$ cat config.mk
export PLATFORM = sky130hd
export DESIGN_NAME = cache_ctrl_2way_flat
export DESIGN_NICKNAME = d
export VERILOG_FILES = /design/src/rtl/cache_ctrl_2way_if.sv /design/src/rtl/cache_ctrl_2way.sv /design/src/flat_wrapper.sv
export SDC_FILE = /design/constraint.sdc
export NUM_CORES = 1
export LEC_CHECK = 0
export ABC_AREA = 1
export ABC_CLOCK_PERIOD_IN_PS = 1500
export CORE_UTILIZATION = 50
export DETAILED_ROUTE_END_ITERATION = 10
export DONT_BUFFER_PORTS = 1
export GPL_TIMING_DRIVEN = 0
export HOLD_SLACK_MARGIN = 0.08
export MAX_ROUTING_LAYER = met4
export PLACE_DENSITY_LB_ADDON = 0.15
export RECOVER_POWER = 50
export SYNTH_ARGS = -nofsm -noshare
export SYNTH_HDL_FRONTEND = slang
export SYNTH_SLANG_ARGS = --single-unit
$ cat constraint.sdc
create_clock -name clk -period 1.5 [get_ports clk]
set_input_delay 0.45 -clock clk [delete_from_list [all_inputs] [get_ports clk]]
set_output_delay 0.45 -clock clk [all_outputs]
set_load 0.005 [all_outputs]
$ cat src/rtl/cache_ctrl_2way_if.sv
// Processor/datapath/memory handshake bundle for the 2-way cache controller.
interface cache_ctrl_2way_if;
  logic        proc_read;
  logic        proc_write;
  logic [29:0] proc_addr;
  logic [1:0]  hit_way;
  logic [1:0]  valid_way;
  logic [1:0]  dirty_way;
  logic        mem_ready;
  logic        proc_stall;
  logic        mem_read;
  logic        mem_write;
  logic        addr_sel;
  logic        way_sel;
  logic [1:0]  way_write;
  logic        input_src;
  logic        valid_next;
  logic        dirty_next;

  modport master (
    output proc_read, proc_write, proc_addr, hit_way, valid_way, dirty_way, mem_ready,
    input  proc_stall, mem_read, mem_write, addr_sel, way_sel, way_write,
           input_src, valid_next, dirty_next
  );

  modport slave (
    input  proc_read, proc_write, proc_addr, hit_way, valid_way, dirty_way, mem_ready,
    output proc_stall, mem_read, mem_write, addr_sel, way_sel, way_write,
           input_src, valid_next, dirty_next
  );
endinterface

$ cat src/rtl/cache_ctrl_2way.sv
// Control FSM for a 2-way set-associative write-back/write-allocate cache:
// compare, dirty-victim write-back and refill, with one LRU bit per index.
module cache_ctrl_2way #(
  parameter int LINE_NUM    = 8,
  parameter int INDEX_WIDTH = 3
) (
  input  logic             clk,
  input  logic             proc_reset,
  cache_ctrl_2way_if.slave bus
);
  typedef enum logic [1:0] {CMP, WB, ALLOC} state_t;

  state_t                 state, state_nx;
  logic [LINE_NUM-1:0]    lru;
  logic                   victim, victim_nx;
  logic                   lru_we, lru_val;
  logic [INDEX_WIDTH-1:0] idx;
  logic                   req, hit, hit_w, miss_victim;

  logic       stall, mem_rd, mem_wr, addr_s, way_s, in_src, v_nx, d_nx;
  logic [1:0] way_wr;

  assign idx = bus.proc_addr[INDEX_WIDTH+1:2];
  assign req = bus.proc_read | bus.proc_write;
  assign hit = |bus.hit_way;
  // hit_way is one-hot on a legal hit; way0 takes priority otherwise
  assign hit_w = ~bus.hit_way[0];
  assign miss_victim = ~bus.valid_way[0] ? 1'b0 :
                       ~bus.valid_way[1] ? 1'b1 : lru[idx];

  always_ff @(posedge clk) begin
    if (proc_reset) begin
      state  <= CMP;
      lru    <= '0;
      victim <= 1'b0;
    end else begin
      state  <= state_nx;
      victim <= victim_nx;
      if (lru_we) lru[idx] <= lru_val;
    end
  end

  always_comb begin
    state_nx  = state;
    victim_nx = victim;
    lru_we    = 1'b0;
    lru_val   = 1'b0;
    stall     = 1'b0;
    mem_rd    = 1'b0;
    mem_wr    = 1'b0;
    addr_s    = 1'b0;
    way_s     = 1'b0;
    way_wr    = 2'b00;
    in_src    = 1'b0;
    v_nx      = 1'b0;
    d_nx      = 1'b0;
    case (state)
      CMP: if (req) begin
        if (hit) begin
          way_s   = hit_w;
          lru_we  = 1'b1;
          lru_val = ~hit_w;
          if (bus.proc_write) begin
            way_wr = hit_w ? 2'b10 : 2'b01;
            v_nx   = 1'b1;
            d_nx   = 1'b1;
          end
        end else begin
          stall     = 1'b1;
          victim_nx = miss_victim;
          state_nx  = (bus.valid_way[miss_victim] && bus.dirty_way[miss_victim]) ? WB : ALLOC;
        end
      end
      WB: begin
        stall  = 1'b1;
        mem_wr = 1'b1;
        addr_s = 1'b1;
        way_s  = victim;
        if (bus.mem_ready) state_nx = ALLOC;
      end
      ALLOC: begin
        stall  = 1'b1;
        mem_rd = 1'b1;
        // refill lands in the victim; the retried request then hits in CMP
        if (bus.mem_ready) begin
          way_wr   = victim ? 2'b10 : 2'b01;
          in_src   = 1'b1;
          v_nx     = 1'b1;
          state_nx = CMP;
        end
      end
      default: state_nx = CMP;
    endcase
  end

  assign bus.proc_stall = stall;
  assign bus.mem_read   = mem_rd;
  assign bus.mem_write  = mem_wr;
  assign bus.addr_sel   = addr_s;
  assign bus.way_sel    = way_s;
  assign bus.way_write  = way_wr;
  assign bus.input_src  = in_src;
  assign bus.valid_next = v_nx;
  assign bus.dirty_next = d_nx;
endmodule

$ cat src/flat_wrapper.sv
// flat-port wrapper written by rule: the top's interface ports become plain ports
module cache_ctrl_2way_flat 
#(
  parameter int LINE_NUM    = 8,
  parameter int INDEX_WIDTH = 3
)
  (clk, proc_reset, bus_proc_read, bus_proc_write, bus_proc_addr, bus_hit_way, bus_valid_way, bus_dirty_way, bus_mem_ready, bus_proc_stall, bus_mem_read, bus_mem_write, bus_addr_sel, bus_way_sel, bus_way_write, bus_input_src, bus_valid_next, bus_dirty_next);
  cache_ctrl_2way_if bus_i ();
  input  logic clk;
  input  logic proc_reset;
  input wire logic [$bits(bus_i.proc_read)-1:0] bus_proc_read;
  input wire logic [$bits(bus_i.proc_write)-1:0] bus_proc_write;
  input wire logic [$bits(bus_i.proc_addr)-1:0] bus_proc_addr;
  input wire logic [$bits(bus_i.hit_way)-1:0] bus_hit_way;
  input wire logic [$bits(bus_i.valid_way)-1:0] bus_valid_way;
  input wire logic [$bits(bus_i.dirty_way)-1:0] bus_dirty_way;
  input wire logic [$bits(bus_i.mem_ready)-1:0] bus_mem_ready;
  output wire logic [$bits(bus_i.proc_stall)-1:0] bus_proc_stall;
  output wire logic [$bits(bus_i.mem_read)-1:0] bus_mem_read;
  output wire logic [$bits(bus_i.mem_write)-1:0] bus_mem_write;
  output wire logic [$bits(bus_i.addr_sel)-1:0] bus_addr_sel;
  output wire logic [$bits(bus_i.way_sel)-1:0] bus_way_sel;
  output wire logic [$bits(bus_i.way_write)-1:0] bus_way_write;
  output wire logic [$bits(bus_i.input_src)-1:0] bus_input_src;
  output wire logic [$bits(bus_i.valid_next)-1:0] bus_valid_next;
  output wire logic [$bits(bus_i.dirty_next)-1:0] bus_dirty_next;
  assign bus_i.proc_read = bus_proc_read;
  assign bus_i.proc_write = bus_proc_write;
  assign bus_i.proc_addr = bus_proc_addr;
  assign bus_i.hit_way = bus_hit_way;
  assign bus_i.valid_way = bus_valid_way;
  assign bus_i.dirty_way = bus_dirty_way;
  assign bus_i.mem_ready = bus_mem_ready;
  assign bus_proc_stall = bus_i.proc_stall;
  assign bus_mem_read = bus_i.mem_read;
  assign bus_mem_write = bus_i.mem_write;
  assign bus_addr_sel = bus_i.addr_sel;
  assign bus_way_sel = bus_i.way_sel;
  assign bus_way_write = bus_i.way_write;
  assign bus_input_src = bus_i.input_src;
  assign bus_valid_next = bus_i.valid_next;
  assign bus_dirty_next = bus_i.dirty_next;
  cache_ctrl_2way #(.LINE_NUM(LINE_NUM), .INDEX_WIDTH(INDEX_WIDTH)) u_core (.clk(clk), .proc_reset(proc_reset), .bus(bus_i));
endmodule
## Word level (Yosys, flattened, before mapping)

Cells that the tools add are included.

- Flip-flop bits (word level): 11
- Output and inout bits: 10
- Logic and storage cells: 67
- Input bits: 41

- Reductions and logical operators: 7
- Bitwise logic cells: 3
- Muxes and demuxes: 45
- Equal/unequal tests: 6
- Magnitude comparators: 3

Operators by type and width:

| kind | count |
|---|---|
| two-way mux 1 bit | 26 |
| two-way mux 2 bit | 11 |
| bitwise mux 8 bit | 1 |
| inequality test 2 bit (second input constant) | 3 |
| case mux 1 bit (2 select lines) | 3 |
| case mux 2 bit (3 select lines) | 1 |
| < comparator 3 x 4 -> 1 bit (second input constant) | 1 |
| case mux 2 bit (2 select lines) | 1 |
| AND reduction 4 bit | 1 |
| OR reduction 2 bit | 2 |
| binary-select mux 1 bit (select 3 bit) | 1 |
| demux 1 bit (select 3 bit) | 1 |
| greater-or-equal comparator 3 x 1 -> 1 bit (second input constant) | 1 |
| AND reduction 3 bit | 1 |
| equality test 2 x 1 -> 1 bit (second input constant) | 1 |
| equality test 2 bit (second input constant) | 1 |
| logical AND 1 bit | 2 |
| zero test 2 bit | 1 |
| < comparator 1 x 2 -> 1 bit (second input constant) | 1 |
| inequality test 2 x 1 -> 1 bit (second input constant) | 1 |
| inverter 1 bit | 2 |
| OR 1 bit | 1 |

## Depth between registers and ports, before layout

- Depth after elaboration: 11
- Gate-level depth with buffers: 12
- Depth with buffers taken out: 11

## Worst setup path before layout

Ideal clock, no wire load.

- Path type: input to output
- Start: input port bus_hit_way[1]
- End: output port bus_proc_stall
- Arrival time: 1.142 ns
- Cell stages on the path: 5
- Required time: 1.050 ns
- Path slack: -0.092 ns
- Buffers on the path: 0
- Path through: nor2_2 -> o21ai_1 -> nor2_1 -> clkinv_1 -> a21oi_1

- Cells in the longest elaborated chain, start to end: 4

Ends and longest elaborated chain:

| what | line | text |
|---|---|---|
| start: declaration | flat_wrapper.sv:14 | `input wire logic [$bits(bus_i.hit_way)-1:0] bus_hit_way;` |
| OR reduction 2 bit | cache_ctrl_2way.sv:25 | `assign hit = \|bus.hit_way;` |
| two-way mux 1 bit | cache_ctrl_2way.sv:59 | `if (hit) begin` |
| two-way mux 1 bit | cache_ctrl_2way.sv:58 | `CMP: if (req) begin` |
| case mux 1 bit (2 select lines) | cache_ctrl_2way.sv:57 | `case (state)` |
| end: declaration | flat_wrapper.sv:18 | `output wire logic [$bits(bus_i.proc_stall)-1:0] bus_proc_stall;` |

Every way passes these cells.

## Worst setup path in the final report

- Start: register u_core.state[0]
- End: output port bus_way_write[1]

- Cells in the longest elaborated chain, start to end: 2
- Elaborated cells on any way between the ends: 3
- Classes of those cells: eq/ne (1); mux (1); reduce/logical (1)

Ends and longest elaborated chain:

| what | line | text |
|---|---|---|
| start: declaration | cache_ctrl_2way.sv:13 | `state_t state, state_nx;` |
| start signal: assignment | cache_ctrl_2way.sv:37 | `state <= state_nx;` |
| equality test 2 bit / zero test 2 bit (equally long branches) | cache_ctrl_2way.sv:57 |  |
| case mux 2 bit (2 select lines) * | cache_ctrl_2way.sv:57 |  |
| end: declaration | flat_wrapper.sv:23 | `output wire logic [$bits(bus_i.way_write)-1:0] bus_way_write;` |

Every way passes the cells marked *; elsewhere a longest branch is shown, timed or not.

==> summary.txt <==
Run status
  – Outcome: finished, violations left
  – Violated checks: negative setup slack

Floorplan
  – Die area: 0.001831 mm2
  – Die width: roughly 43 um
  – Boundary pin count: 51
  – Initial Util: 0.5460
  – Die Span Y: around 43 um
  – Core area: between 0.0015 and 0.002 mm2
  – Rows: 14

Route
  – DR vias/cell: approximately 5.6
  – Starting DRT DRC Count: 11
  – ANT nets after route: 0
  – WL final: 2090 um
  – Residual DRC count: 0
  – WL per Instance: between 10 and 15 um
  – Vias: around 850
  – Router iterations before antenna repair: 4

STA
  – Final Cycle Share: 1.136
  – Final setup fails: 12
  – Fin. max-slew vios: 0
  – Final worst path period need: approximately 1.7 ns
  – Slew HR: 0.6454
  – RSZ-0062 raised after global routing: true
  – Worst Max-Slew Pin Slew: around 0.53 ns
  – Max Clk Rate: 586.7 MHz
  – Final worst setup slack: -0.2044 ns
  – Clock skew: 0.003593 ns
  – Final Hold Fails: 0

Yosys
  – Count of flip-flops with a built-in enable after synthesis: 0
  – Dominant synthesized flop cell: dfxtp_1
  – Syn Area/Cell: between 6 and 7 um2
  – Post-Syn Area: around 830 um2
  – Syn nets: between 150 and 200
  – Yosys cell types: 29
  – FF+latch count, synth: 11
  – Cell count after synthesis: 125
  – Ys async rst share: 0
  – Seq/Total Area, Yosys: 0.2647
  – Syn. warnings: 0

Critical path
  – Startpoint Class: register
  – FF-to-FF Start: u_core.state[1]$_SDFFE_PP0P_
  – R2R setup slack: -0.07 ns
  – Required time of the critical path: 1.05 ns
  – CP cell instances: inv_4 -> ha_4 -> nand2_1 -> o32ai_2
  – CP delay by family, top: flip-flops
  – Reg2reg path depth: 9
  – Critical path buffers and inverters: 1
  – Reg2reg end: u_core.state[1]$_SDFFE_PP0P_
  – Crit. End Element: output pin
  – Slowest stage delay, CP: approximately 0.35 ns
  – Worst Path Max Fanout: 4
  – Kind of critical path: register to output pin
  – CP max stage cell: dfxtp_2
  – Critical path arrival: about 1.3 ns

Global routing
  – Global-route wire length before repair: 3139 um
  – Initial antenna violation count: 0
  – GRT Total Usage: 0.2378
  – Pin count of the biggest net entering global routing: 11
  – Vias in the first global route: between 700 and 800
  – Total global routing overflow: 0

Final layout
  – Nets@finish: ~180
  – Most common cell after layout, fill and taps aside: inv_1
  – Final Core Density: 0.7307
  – N_diodes: 0
  – Area grow syn2layout: 33.83%
  – Post-route cell area: approximately 0.0011 mm2
  – Most frequent cells in the layout: inv_1, nand2_1, dfxtp_1
  – Layout cells sized above 1: 0.4485

Pwr
  – Pwr Total: between 800 and 900 uW
  – P per Cell Area: between 700 and 800 mW/mm2
  – Peak supply drop: between 0.0005 and 0.0006 V
  – Leakage: ~0.00043 uW

Placed design
  – Placed standard-cell area: about 860 um2
  – DP HPWL: roughly 1300 um
  – Post-Place Setup Slack: -0.1352 ns
  – I/O Buffers: 0
  – Routability cong.: between 0.8 and 0.9

Flow run
  – Max_cap viols: 0

Clock tree
  – Root Buffer: clkbuf_4
  – Post-CTS Hold Fix Bufs: 0
  – CTS Buffer Depth: 2
  – CTS tree: built
  – Clock H-tree levels: 1
  – Clk sink count: 11
  – Clk slew on worst S/H paths: 0.07 ns
  – Worst skew pair latency: around 0.28 ns
  – CTS buffer count: 3

Hold path
  – Worst hold endpoint: u_core.victim$_SDFFE_PP0P_
  – Hold crit path type: input port to register
  – HP Start: proc_reset
  – Hold path cells: 1
## repair_timing
action,CTS,global route
pin swaps,6,11
endpoints found under the setup margin,15,18
cloned,0,0
gates resized for setup,17,23
setup buffers,6,1
## final cells by class
cell class,instances,area [um2]
Sequential cell,11,222.7
Tap cell,16,20.02
Clock buffer,4,26.28
Multi-Input combinational cell,84,654.4
Fill cell,121,410.4
Inverter,27,111.4
Buffer,3,18.77
Timing Repair Buffer,7,60.06
## cell usage after synthesis (2+ instances only)
master,n,share of area
inv_1,19,0.086
nand2_1,16,0.072
dfxtp_1,11,0.26
a21oi_1,10,0.060
nand3_1,9,0.054
nor2_1,8,0.036
nor2_2,6,0.045
o21ai_1,5,0.030
ha_1,4,0.060
inv_2,4,0.018
clkinv_1,3,0.014
nand2_2,3,0.023
nand4_1,3,0.023
nor2_4,3,0.041
a31oi_1,2,0.015
buf_4,2,0.018
nor3_1,2,0.012
nor4_1,2,0.015
o21ai_0,2,0.012
o32ai_1,2,0.021
## worst max path at each step
stage	from	to	slack, ns	depth (start not counted)
floorplan	u_core.state[0]$_SDFFE_PP0P_	bus_way_sel	0.001	6
global placement	u_core.state[0]$_SDFFE_PP0P_	u_core.lru[7]$_SDFFE_PP0P_	-0.1	9
detailed placement	u_core.state[0]$_SDFFE_PP0P_	u_core.lru[7]$_SDFFE_PP0P_	-0.14	9
CTS	u_core.state[0]$_SDFFE_PP0P_	bus_way_sel	-0.19	6
global route	u_core.state[0]$_SDFFE_PP0P_	bus_way_write[1]	-0.24	4
finish	u_core.state[0]$_SDFFE_PP0P_	bus_way_write[1]	-0.20	4
## per-layer routing
| layer | GRT usage | vias to the layer above | wire length [um] |
|---|---|---|---|
| li1 | - | 434 | - |
| met1 | 0.3150 | 388 | 1001 |
| met5 | - | - | 0 |
| met4 | 0.1125 | 0 | 34 |
| met3 | 0.03830 | 4 | 77 |
| met2 | 0.3515 | 23 | 978 |
## registers in the layout, summed over array words and instances, names as in the netlist
signal,count
u_core.victim,1
u_core.lru,8
u_core.state,2
## logic make-up after synthesis
logic type,share of synthesized area
compound gates,0.1744
fa+ha+maj,0.06015
flops,0.2647
simple gates,0.3534
buf+inv,0.1474
## power by group
group / total, uW / switching [uW] / leakage, uW / internal, uW
registers: 317 / 9.90 / 0.0000901 / 307
clock network: 217 / 113 / 0.0000150 / 103
logic: 352 / 210 / 0.000327 / 142
total: 886 / 333 / 0.000432 / 552
## through the flow
step                setup TNS (ns)  cells  hold slack, ns
CTS                        -0.9480    151          0.2437
finish                      -1.020    152          0.2441
floorplan                        0    125          0.4444
global route                -1.977    152          0.2466
detailed placement         -0.6507    141          0.4700
global placement           -0.4116    141          0.4645
Note: power is estimated with default switching activity, not from simulation.
